## src/rtl/bp_axil_nbf_host_if.sv

```systemverilog
// AXI-Lite bundle between the NBF loader (master) and the NBF host bridge (slave).
interface bp_axil_nbf_host_if #(
    parameter int ADDR_WIDTH = 64,
    parameter int DATA_WIDTH = 32
) ();
    logic [ADDR_WIDTH-1:0]   awaddr;
    logic                    awvalid;
    logic                    awready;
    logic [2:0]              awprot;
    logic [DATA_WIDTH-1:0]   wdata;
    logic [DATA_WIDTH/8-1:0] wstrb;
    logic                    wvalid;
    logic                    wready;
    logic [1:0]              bresp;
    logic                    bvalid;
    logic                    bready;
    logic [ADDR_WIDTH-1:0]   araddr;
    logic                    arvalid;
    logic                    arready;
    logic [2:0]              arprot;
    logic [DATA_WIDTH-1:0]   rdata;
    logic [1:0]              rresp;
    logic                    rvalid;
    logic                    rready;

    modport master (
        output awaddr, awvalid, awprot, wdata, wstrb, wvalid, bready,
        output araddr, arvalid, arprot, rready,
        input  awready, wready, bresp, bvalid, arready, rdata, rresp, rvalid
    );

    modport slave (
        input  awaddr, awvalid, awprot, wdata, wstrb, wvalid, bready,
        input  araddr, arvalid, arprot, rready,
        output awready, wready, bresp, bvalid, arready, rdata, rresp, rvalid
    );
endinterface

```

## src/rtl/bp_axil_nbf_host.sv

```systemverilog
// AXI-Lite slave: packs five data-port writes into one 136-bit NBF command and
// buffers host read responses in a FIFO polled through count/data registers.
module bp_axil_nbf_host #(
    parameter int S_AXIL_ADDR_WIDTH = 64,
    parameter int S_AXIL_DATA_WIDTH = 32,
    parameter int resp_els_p        = 8
) (
    input  logic                     m_axil_aclk,
    input  logic                     reset,
    bp_axil_nbf_host_if.slave        s_axil,
    output logic [135:0]             nbf_o,
    output logic                     nbf_v_o,
    input  logic                     nbf_ready_i,
    input  logic [31:0]              resp_data_i,
    input  logic                     resp_v_i,
    output logic                     resp_ready_o
);
    localparam int DW    = S_AXIL_DATA_WIDTH;
    localparam int PTR_W = $clog2(resp_els_p);
    localparam int CNT_W = PTR_W + 1;
    localparam logic [CNT_W-1:0] FULL_CNT = CNT_W'(resp_els_p);

    localparam logic [7:0] ADDR_NBF  = 8'h00;
    localparam logic [7:0] ADDR_CNT  = 8'h10;
    localparam logic [7:0] ADDR_DATA = 8'h14;

    typedef enum logic [1:0] {
        RESP_OKAY   = 2'b00,
        RESP_SLVERR = 2'b10
    } resp_e;

    logic [7:0]       waddr;
    logic [7:0]       raddr;
    logic             wr_nbf;
    logic             wr_go;
    logic             rd_go;
    logic             push;
    logic             pop;
    logic [2:0]       word_cnt;
    logic [PTR_W-1:0] wr_ptr;
    logic [PTR_W-1:0] rd_ptr;
    logic [CNT_W-1:0] count;
    logic [31:0]      mem [resp_els_p];
    logic             unused_bits;

    assign waddr  = s_axil.awaddr[7:0];
    assign raddr  = s_axil.araddr[7:0];
    assign wr_nbf = (waddr == ADDR_NBF);

    // A finished command must drain before another data word can overwrite it.
    assign s_axil.awready = ~reset & s_axil.awvalid & s_axil.wvalid & ~s_axil.bvalid
                          & ~(wr_nbf & nbf_v_o);
    assign s_axil.wready  = s_axil.awready;
    assign wr_go          = s_axil.awready;

    assign s_axil.arready = ~reset & ~s_axil.rvalid;
    assign rd_go          = s_axil.arvalid & s_axil.arready;

    assign resp_ready_o = (count != FULL_CNT);
    assign push         = resp_v_i & resp_ready_o;
    assign pop          = rd_go & (raddr == ADDR_DATA) & (count != '0);

    assign unused_bits = ^{s_axil.awprot, s_axil.arprot, s_axil.wstrb,
                           s_axil.awaddr[S_AXIL_ADDR_WIDTH-1:8],
                           s_axil.araddr[S_AXIL_ADDR_WIDTH-1:8]};

    // NOTE: FIFO storage has no reset; occupancy is tracked by count, so stale words are never observed.
    always_ff @(posedge m_axil_aclk) begin
        if (push) mem[wr_ptr] <= resp_data_i;
    end

    // NOTE: all state uses non-blocking assignments, so a later assignment in this block
    // overrides an earlier one in the same cycle (e.g. a new accept beats a handshake clear).
    always_ff @(posedge m_axil_aclk) begin
        if (reset) begin
            s_axil.bvalid <= 1'b0;
            s_axil.bresp  <= RESP_OKAY;
            s_axil.rvalid <= 1'b0;
            s_axil.rdata  <= '0;
            s_axil.rresp  <= RESP_OKAY;
            nbf_v_o       <= 1'b0;
            nbf_o         <= '0;
            word_cnt      <= '0;
            wr_ptr        <= '0;
            rd_ptr        <= '0;
            count         <= '0;
        end else begin
            if (s_axil.bvalid && s_axil.bready) s_axil.bvalid <= 1'b0;
            if (wr_go) begin
                s_axil.bvalid <= 1'b1;
                s_axil.bresp  <= wr_nbf ? RESP_OKAY : RESP_SLVERR;
            end

            if (nbf_v_o && nbf_ready_i) nbf_v_o <= 1'b0;
            if (wr_go && wr_nbf) begin
                case (word_cnt)
                    3'd0:    nbf_o[31:0]    <= s_axil.wdata[31:0];
                    3'd1:    nbf_o[63:32]   <= s_axil.wdata[31:0];
                    3'd2:    nbf_o[95:64]   <= s_axil.wdata[31:0];
                    3'd3:    nbf_o[127:96]  <= s_axil.wdata[31:0];
                    3'd4:    nbf_o[135:128] <= s_axil.wdata[7:0];
                    default: ;
                endcase
                if (word_cnt == 3'd4) begin
                    word_cnt <= '0;
                    nbf_v_o  <= 1'b1;
                end else begin
                    word_cnt <= word_cnt + 3'd1;
                end
            end

            if (s_axil.rvalid && s_axil.rready) s_axil.rvalid <= 1'b0;
            if (rd_go) begin
                s_axil.rvalid <= 1'b1;
                case (raddr)
                    ADDR_CNT: begin
                        s_axil.rdata <= DW'(count);
                        s_axil.rresp <= RESP_OKAY;
                    end
                    ADDR_DATA: begin
                        s_axil.rdata <= (count != '0) ? mem[rd_ptr] : '0;
                        s_axil.rresp <= RESP_OKAY;
                    end
                    default: begin
                        s_axil.rdata <= '0;
                        s_axil.rresp <= RESP_SLVERR;
                    end
                endcase
            end

            if (push) wr_ptr <= wr_ptr + 1'b1;
            if (pop)  rd_ptr <= rd_ptr + 1'b1;
            case ({push, pop})
                2'b10:   count <= count + 1'b1;
                2'b01:   count <= count - 1'b1;
                default: ;
            endcase
        end
    end
endmodule
```

## src/flat_wrapper.sv

```systemverilog
// flat-port wrapper written by rule: the top's interface ports become plain ports
module bp_axil_nbf_host_flat 
#(
    parameter int S_AXIL_ADDR_WIDTH = 64,
    parameter int S_AXIL_DATA_WIDTH = 32,
    parameter int resp_els_p        = 8
)
  (m_axil_aclk, reset, nbf_o, nbf_v_o, nbf_ready_i, resp_data_i, resp_v_i, resp_ready_o, s_axil_awaddr, s_axil_awvalid, s_axil_awprot, s_axil_wdata, s_axil_wstrb, s_axil_wvalid, s_axil_bready, s_axil_araddr, s_axil_arvalid, s_axil_arprot, s_axil_rready, s_axil_awready, s_axil_wready, s_axil_bresp, s_axil_bvalid, s_axil_arready, s_axil_rdata, s_axil_rresp, s_axil_rvalid);
  bp_axil_nbf_host_if s_axil_i ();
  input  logic m_axil_aclk;
  input  logic reset;
  output logic [135:0] nbf_o;
  output logic nbf_v_o;
  input  logic nbf_ready_i;
  input  logic [31:0] resp_data_i;
  input  logic resp_v_i;
  output logic resp_ready_o;
  input wire logic [$bits(s_axil_i.awaddr)-1:0] s_axil_awaddr;
  input wire logic [$bits(s_axil_i.awvalid)-1:0] s_axil_awvalid;
  input wire logic [$bits(s_axil_i.awprot)-1:0] s_axil_awprot;
  input wire logic [$bits(s_axil_i.wdata)-1:0] s_axil_wdata;
  input wire logic [$bits(s_axil_i.wstrb)-1:0] s_axil_wstrb;
  input wire logic [$bits(s_axil_i.wvalid)-1:0] s_axil_wvalid;
  input wire logic [$bits(s_axil_i.bready)-1:0] s_axil_bready;
  input wire logic [$bits(s_axil_i.araddr)-1:0] s_axil_araddr;
  input wire logic [$bits(s_axil_i.arvalid)-1:0] s_axil_arvalid;
  input wire logic [$bits(s_axil_i.arprot)-1:0] s_axil_arprot;
  input wire logic [$bits(s_axil_i.rready)-1:0] s_axil_rready;
  output wire logic [$bits(s_axil_i.awready)-1:0] s_axil_awready;
  output wire logic [$bits(s_axil_i.wready)-1:0] s_axil_wready;
  output wire logic [$bits(s_axil_i.bresp)-1:0] s_axil_bresp;
  output wire logic [$bits(s_axil_i.bvalid)-1:0] s_axil_bvalid;
  output wire logic [$bits(s_axil_i.arready)-1:0] s_axil_arready;
  output wire logic [$bits(s_axil_i.rdata)-1:0] s_axil_rdata;
  output wire logic [$bits(s_axil_i.rresp)-1:0] s_axil_rresp;
  output wire logic [$bits(s_axil_i.rvalid)-1:0] s_axil_rvalid;
  assign s_axil_i.awaddr = s_axil_awaddr;
  assign s_axil_i.awvalid = s_axil_awvalid;
  assign s_axil_i.awprot = s_axil_awprot;
  assign s_axil_i.wdata = s_axil_wdata;
  assign s_axil_i.wstrb = s_axil_wstrb;
  assign s_axil_i.wvalid = s_axil_wvalid;
  assign s_axil_i.bready = s_axil_bready;
  assign s_axil_i.araddr = s_axil_araddr;
  assign s_axil_i.arvalid = s_axil_arvalid;
  assign s_axil_i.arprot = s_axil_arprot;
  assign s_axil_i.rready = s_axil_rready;
  assign s_axil_awready = s_axil_i.awready;
  assign s_axil_wready = s_axil_i.wready;
  assign s_axil_bresp = s_axil_i.bresp;
  assign s_axil_bvalid = s_axil_i.bvalid;
  assign s_axil_arready = s_axil_i.arready;
  assign s_axil_rdata = s_axil_i.rdata;
  assign s_axil_rresp = s_axil_i.rresp;
  assign s_axil_rvalid = s_axil_i.rvalid;
  bp_axil_nbf_host #(.S_AXIL_ADDR_WIDTH(S_AXIL_ADDR_WIDTH), .S_AXIL_DATA_WIDTH(S_AXIL_DATA_WIDTH), .resp_els_p(resp_els_p)) u_core (.m_axil_aclk(m_axil_aclk), .reset(reset), .s_axil(s_axil_i), .nbf_o(nbf_o), .nbf_v_o(nbf_v_o), .nbf_ready_i(nbf_ready_i), .resp_data_i(resp_data_i), .resp_v_i(resp_v_i), .resp_ready_o(resp_ready_o));
endmodule
```

## config.mk

```make
export PLATFORM = sky130hd
export DESIGN_NAME = bp_axil_nbf_host_flat
export DESIGN_NICKNAME = d
export VERILOG_FILES = /design/src/rtl/bp_axil_nbf_host_if.sv /design/src/rtl/bp_axil_nbf_host.sv /design/src/flat_wrapper.sv
export SDC_FILE = /design/constraint.sdc
export NUM_CORES = 1
export LEC_CHECK = 0
export CAP_MARGIN = 15
export CORE_ASPECT_RATIO = 1.5
export CORE_MARGIN = 4
export CORE_UTILIZATION = 40
export DETAILED_ROUTE_END_ITERATION = 10
export HOLD_SLACK_MARGIN = 0.12
export PLACE_DENSITY_LB_ADDON = 0.15
export SETUP_SLACK_MARGIN = 0.1
export SLEW_MARGIN = 20
export SYNTH_ARGS = -nofsm -noshare
export SYNTH_HDL_FRONTEND = slang
export SYNTH_SLANG_ARGS = --single-unit
```

## constraint.sdc

```tcl
create_clock -name m_axil_aclk -period 6.25 [get_ports m_axil_aclk]
set_input_delay 0.625 -clock m_axil_aclk [delete_from_list [all_inputs] [get_ports m_axil_aclk]]
set_output_delay 0.625 -clock m_axil_aclk [all_outputs]
set_load 0.005 [all_outputs]
```

==> qor.yml, run 1 <==
outcome: "finished, final reports clean"
syn_avg_cell_area_sq_um: 13.6
fin_nets: 1680
p_comb_share_pct: 3.7
synth-async-reset-ratio_pct: 0
synthesis.instances: 1214
ys_seq_elements: 445
drc: 0
final_util_pct: 51.8
setup_slack_ns: 2.87
hp-class: "reg -> reg"
fillers: 3454
path_max_fanout: 37
finalMaxSlewViolations: 0
period_needed_ns: 3.38
drtIter0Drc: 751
netSwitchingPower_mw: 1.20
worst_pin_slew_ns: 1.07
die-area_sq_um: 44500
ant_nets: 0
synth_warnings: 0
grt_pass1_vias: 10600
yosysTopAreaCellShare_pct: 46.7
slowest_stage: "clkdlybuf4s50_1"
rsz0062_at_grt: "false"
synthTopCellsByArea: "edfxtp_1 47%, dfxtp_1 23%, mux4_2 8.8%"
p_int_mw: 4.64
arrival_ns: 3.85
synth_edf_count: 256
p_sw_share_pct: 20.5
crit_path_start_kind: "input port"
critPathKind: "in -> reg"
synth_cell_type_count: 44
hold_buffers: 0
post_drt_wl_per_cell_um: 21.1
grtUsageTotal_pct: 18.4
syn2layout_area_growth_pct: 27.3
placed_area_sq_um: 19600
gp_congestion: 0.789
htreeDepth: 2
num_rows: 90
ys_seq_area_share_pct: 69.7
die_height_um: 256
io_pins: 390
vias: 10600
postCtsSetupBuffers: 0
dp_slack_ns: 2.34
clock.fmax_mhz: 295
port_buffers: 265
synth_common_cells: "256 x edfxtp_1, 229 x nand2_1, 189 x dfxtp_1"
cts_sinks: 445
maxCapViolCount: 0
synthFlopType: "edfxtp_1"
path_clk_slew_ns: 0.06
wl_mm: 42.1
yosys.area.top_type: "edfxtp_1"
cp_top_family: "simple AND/OR/NAND/NOR gates"
antennaDiodeCount: 0
die_w_um: 174
grt_max_degree: 94
via_per_inst: 5.30
cts_buffers: 42
hold_viol: 0
yosysMostFrequentCell: "edfxtp_1"
hpwl_mm: 25.2
period_share_pct: 54.2
gr-total-overflow: 0
drive_gt1_share_pct: 11.1
cp_slowest_stage_delay_ns: 0.54
p_clk_share_pct: 42.3
clk_latency_ns: 0.54
slew_headroom_pct: 28.6
pwr_density_cell_nw_per_um2: 279
ctsResizeCount: 0
initial_core_util_pct: 40.7
setup_tns_ns: 0
skew_ns: 0.0173
p_leak_nw: 6.57
antenna_found_initial: 3
setup_violations: 0
cts-root-buf: "clkbuf_16"
cts_tree: "done"
final_cell_area_sq_um: 20900
path_buf_inv: 3
synth_area_sq_um: 16500
drt_first_pass_iters: 5
grt_pass1_wl_mm: 64.1
core_region_area_sq_um: 40400
cp_cell_sequence: "clkdlybuf4s50_1 -> or3b_4 -> or4_1 -> buf_4 -> inv_1 -> ha_1 -> xor2_1 -> ha_1 -> a21oi_1 -> xor2_1 -> or3_1 -> a21oi_1"
power_frac_seq_pct: 54.0
peakVddDrop_uv: 250
clock_path_buffers: 3
end_kind: "flop"
cp.required_ns: 6.72
-- sequential cells by signal, summed over array words and instances (netlist names), named ones only --
signal	count
u_core.count	4
u_core.mem	256
u_core.nbf_o	136
u_core.nbf_v_o	1
u_core.rd_ptr	3
u_core.s_axil.bresp	1
u_core.s_axil.bvalid	1
u_core.s_axil.rdata	32
u_core.s_axil.rresp	1
u_core.s_axil.rvalid	1
u_core.word_cnt	3
u_core.wr_ptr	3
-- power by group through the flow --
stage / logic (mW) / clock network [mW] / registers (mW)
floorplan: 0.0841 / 0 / 3.22
global route: 0.232 / 2.65 / 3.16
CTS: 0.219 / 2.55 / 3.16
finish: 0.214 / 2.47 / 3.16
detailed placement: 0.218 / 0 / 3.22
global placement: 0.212 / 0 / 3.22
-- placed cells by master, fill, tap and decap left out, drive strengths merged, types with 10 or more instances in the layout --
cell type	synthesis	routed
o21ai	77	77
mux2i	34	34
dfxtp	189	189
clkinv	0	13
nand3	45	45
edfxtp	256	256
nand2	229	229
nor2	17	17
ha	10	10
mux4	64	64
clkbuf	59	60
a21oi	145	145
clkdlybuf4s50	0	264
buf	28	23
-- layer usage --
layer | up-vias | global-route usage, % | routed length, um
met2 | 334 | 32.7 | 21200
met4 | 6 | 4.91 | 1010
li1 | 4937 | - | -
met5 | - | 0 | 30
met3 | 76 | 4.39 | 2750
met1 | 5232 | 22.4 | 17100
-- area by class of cell --
cell class                 instances  area [sq um]  share of cell area, %
timing repair buffer             287          2820                   13.4
tap                              506           633                   3.02
sequential                       445         11500                   54.8
multi-input combinational        677          4660                   22.3
clock buffer                      60          1190                   5.68
inverter                           6          22.5                  0.108
clock inverter                    17           134                  0.639
-- worst paths after layout --
kind	start	end	slack, ns	depth (start not counted)
worst max register to register	u_core.s_axil.rvalid	u_core.count[2]	3.14	11
worst max-delay path	s_axil_arvalid	u_core.count[2]	2.87	12
worst min register to register	u_core.nbf_o[42]	u_core.nbf_o[42]	0.45	2
worst min-delay path	u_core.nbf_o[42]	u_core.nbf_o[42]	0.45	2
-- through the flow --
| step | total power [mW] | instances | hold slack, ns |
|---|---|---|---|
| floorplan | 3.30 | 1215 | 0.448 |
| global placement | 3.43 | 1921 | 0.437 |
| detailed placement | 3.44 | 1921 | 0.442 |
| CTS | 5.93 | 1998 | 0.451 |
| global route | 6.04 | 1998 | 0.468 |
| finish | 5.84 | 1998 | 0.449 |
-- cell families after synthesis --
group                    after synthesis  synth area share (%)
AND/OR/NAND/NOR                      330                  8.81
AO/OA/AOI/OAI                        231                  7.17
XOR/XNOR                               6                 0.319
other                                  1                0.0228
adder cells (fa/ha/maj)               10                 0.761
buffers and inverters                 93                  2.36
flip-flops                           445                  69.7
multiplexers                          98                  10.8
-- worst reg2reg max path, delay by kind of cell, from the launching register on --
kind | cells | cell delay [ns]
simple gates | 3 | 1.26
flops | 1 | 0.35
fa+ha+maj | 2 | 0.43
buf+inv | 2 | 0.46
compound gates | 2 | 0.19
xor+xnor | 2 | 0.34
(Power assumes the default switching activity.)
==> run 2: changes to the inputs <==
clock period = 3.3 ns   (was 6.25 ns; I/O delays follow)
==> qor.yml, run 2 (synthesis gave the netlist of run 1 again) <==
outcome: "finished, final reports clean"
cp.required_ns: 3.78
grtUsageTotal_pct: 18.5
hold_buffers: 0
hold_viol: 0
initial_core_util_pct: 40.7
rsz0062_at_grt: "false"
drive_gt1_share_pct: 12.5
ant_nets: 0
cts-root-buf: "clkbuf_16"
regMostFlops: "u_core.mem"
cts_tree: "done"
die-area_sq_um: 44500
setup_slack_ns: 0.432
clock_path_buffers: 3
final_common_cell: "clkdlybuf4s50_1"
grt_max_degree: 95
crit_path_start_kind: "flop"
postCtsSetupBuffers: 0
largest_reg_flops: 256
gp_congestion: 0.810
path_max_fanout: 8
path_clk_slew_ns: 0.06
drt_first_pass_iters: 5
fin_nets: 1703
final_cell_mix: "264 x clkdlybuf4s50_1, 256 x edfxtp_1, 229 x nand2_1"
setup_violations: 0
hpwl_mm: 26.3
cts_buffers: 44
worst_pin_slew_ns: 1.06
largestRegisters: "u_core.mem x256, u_core.nbf_o x136, u_core.s_axil.rdata x32"
num_rows: 90
whs_ns: 0.264
gr-total-overflow: 0
pwr_density_cell_nw_per_um2: 527
dp_slack_ns: -0.114
io_pins: 390
via_per_inst: 5.28
critPathKind: "reg -> reg"
htreeDepth: 2
skew_ns: 0.00799
vias: 10700
clock.fmax_mhz: 349
port_buffers: 265
post_drt_wl_per_cell_um: 20.8
period_needed_ns: 2.87
slew_headroom_pct: 29.4
clk_latency_ns: 0.56
ctsResizeCount: 0
die_height_um: 256
finalMaxSlewViolations: 0
slowest_stage: "or4b_2"
maxCapViolCount: 0
end_kind: "flop"
arrival_ns: 3.35
syn2layout_area_growth_pct: 28.7
cts_sinks: 445
antenna_found_initial: 2
die_w_um: 174
hp-class: "in -> reg"
peakVddDrop_uv: 489
grt_pass1_vias: 10700
grt_pass1_wl_mm: 64.8
p_leak_nw: 6.70
core_region_area_sq_um: 40400
drc: 0
cp_cell_sequence: "or4b_2 -> nand2_1 -> ha_1 -> xor2_1 -> ha_1 -> a21oi_1 -> xor2_1 -> or3_1 -> a21oi_1"
cp_slowest_stage_delay_ns: 0.76
wl_mm: 42.0
period_share_pct: 86.9
drtIter0Drc: 671
run 2: cell count changes in the layout (fill, tap and decap cells not counted), sizes merged:
cell    delta
buf       +21
bufinv     -1
clkbuf     -1
clkinv     +3
diode      +1
inv        +1
run 2: path summary, 6_finish.rpt:
check	from	to	slack [ns]	depth (start not counted)
worst max register to register	u_core.count[0]	u_core.count[2]	0.43	9
worst max-delay path	u_core.count[0]	u_core.count[2]	0.43	9
worst min-delay path	reset	u_core.s_axil.rresp[1]	0.26	4
worst min register to register	u_core.nbf_o[12]	u_core.nbf_o[12]	0.45	2
run 2: per-stage QoR:
step                      util (%)  area, sq um  TNS [ns]  cells  power (mW)
after CTS                     52.4        21200         0   2021        11.3
after global placement        49.0        19800   -0.0769   1942        6.52
after detailed placement      49.0        19800    -0.195   1942        6.53
after floorplan                  -        16500    -50.06   1215        6.25
final                         52.4        21200         0   2022        11.2
after global routing          52.4        21200         0   2022        11.6
run 2: layout make-up:
class | count | area (sq um)
fillers | 3458 | 19200
flip-flops and latches | 445 | 11500
multi-input cells | 677 | 4670
repair buffers | 308 | 3000
clock buffers | 59 | 1220
well taps | 506 | 633
clock inverters | 20 | 154
inverters | 6 | 22.5
diodes | 1 | 2.50
run 2: critical path: cells and delay by family (launching register included):
family | cells | cell delay [ns]
xor gates and xnor gates | 2 | 0.31
DFF | 1 | 0.39
and+or+nand+nor | 3 | 1.45
adders and majority gates | 2 | 0.44
AOI/OAI and AO/OA | 2 | 0.19
run 2: report_power, final:
group | leakage (nW) | internal (mW) | switching (mW)
clock | 0.676 | 2.68 | 2.07
sequential | 3.85 | 5.95 | 0.0272
combinational | 2.18 | 0.189 | 0.233
total | 6.70 | 8.82 | 2.33
run 2: per-layer routing:
metal,vias to the layer above,global-route usage (%),share of wire [%]
met5,-,0,0.017
met4,2,5.35,2.2
met3,62,4.36,6.4
met2,328,32.7,51
met1,5296,22.6,41
li1,4982,-,-
==> run 3: changes to the inputs <==
TNS_END_PERCENT = 100   (was default)
==> results of run 3 <==
Same layout as run 2: the final DEF is identical, and so are final timing and power.
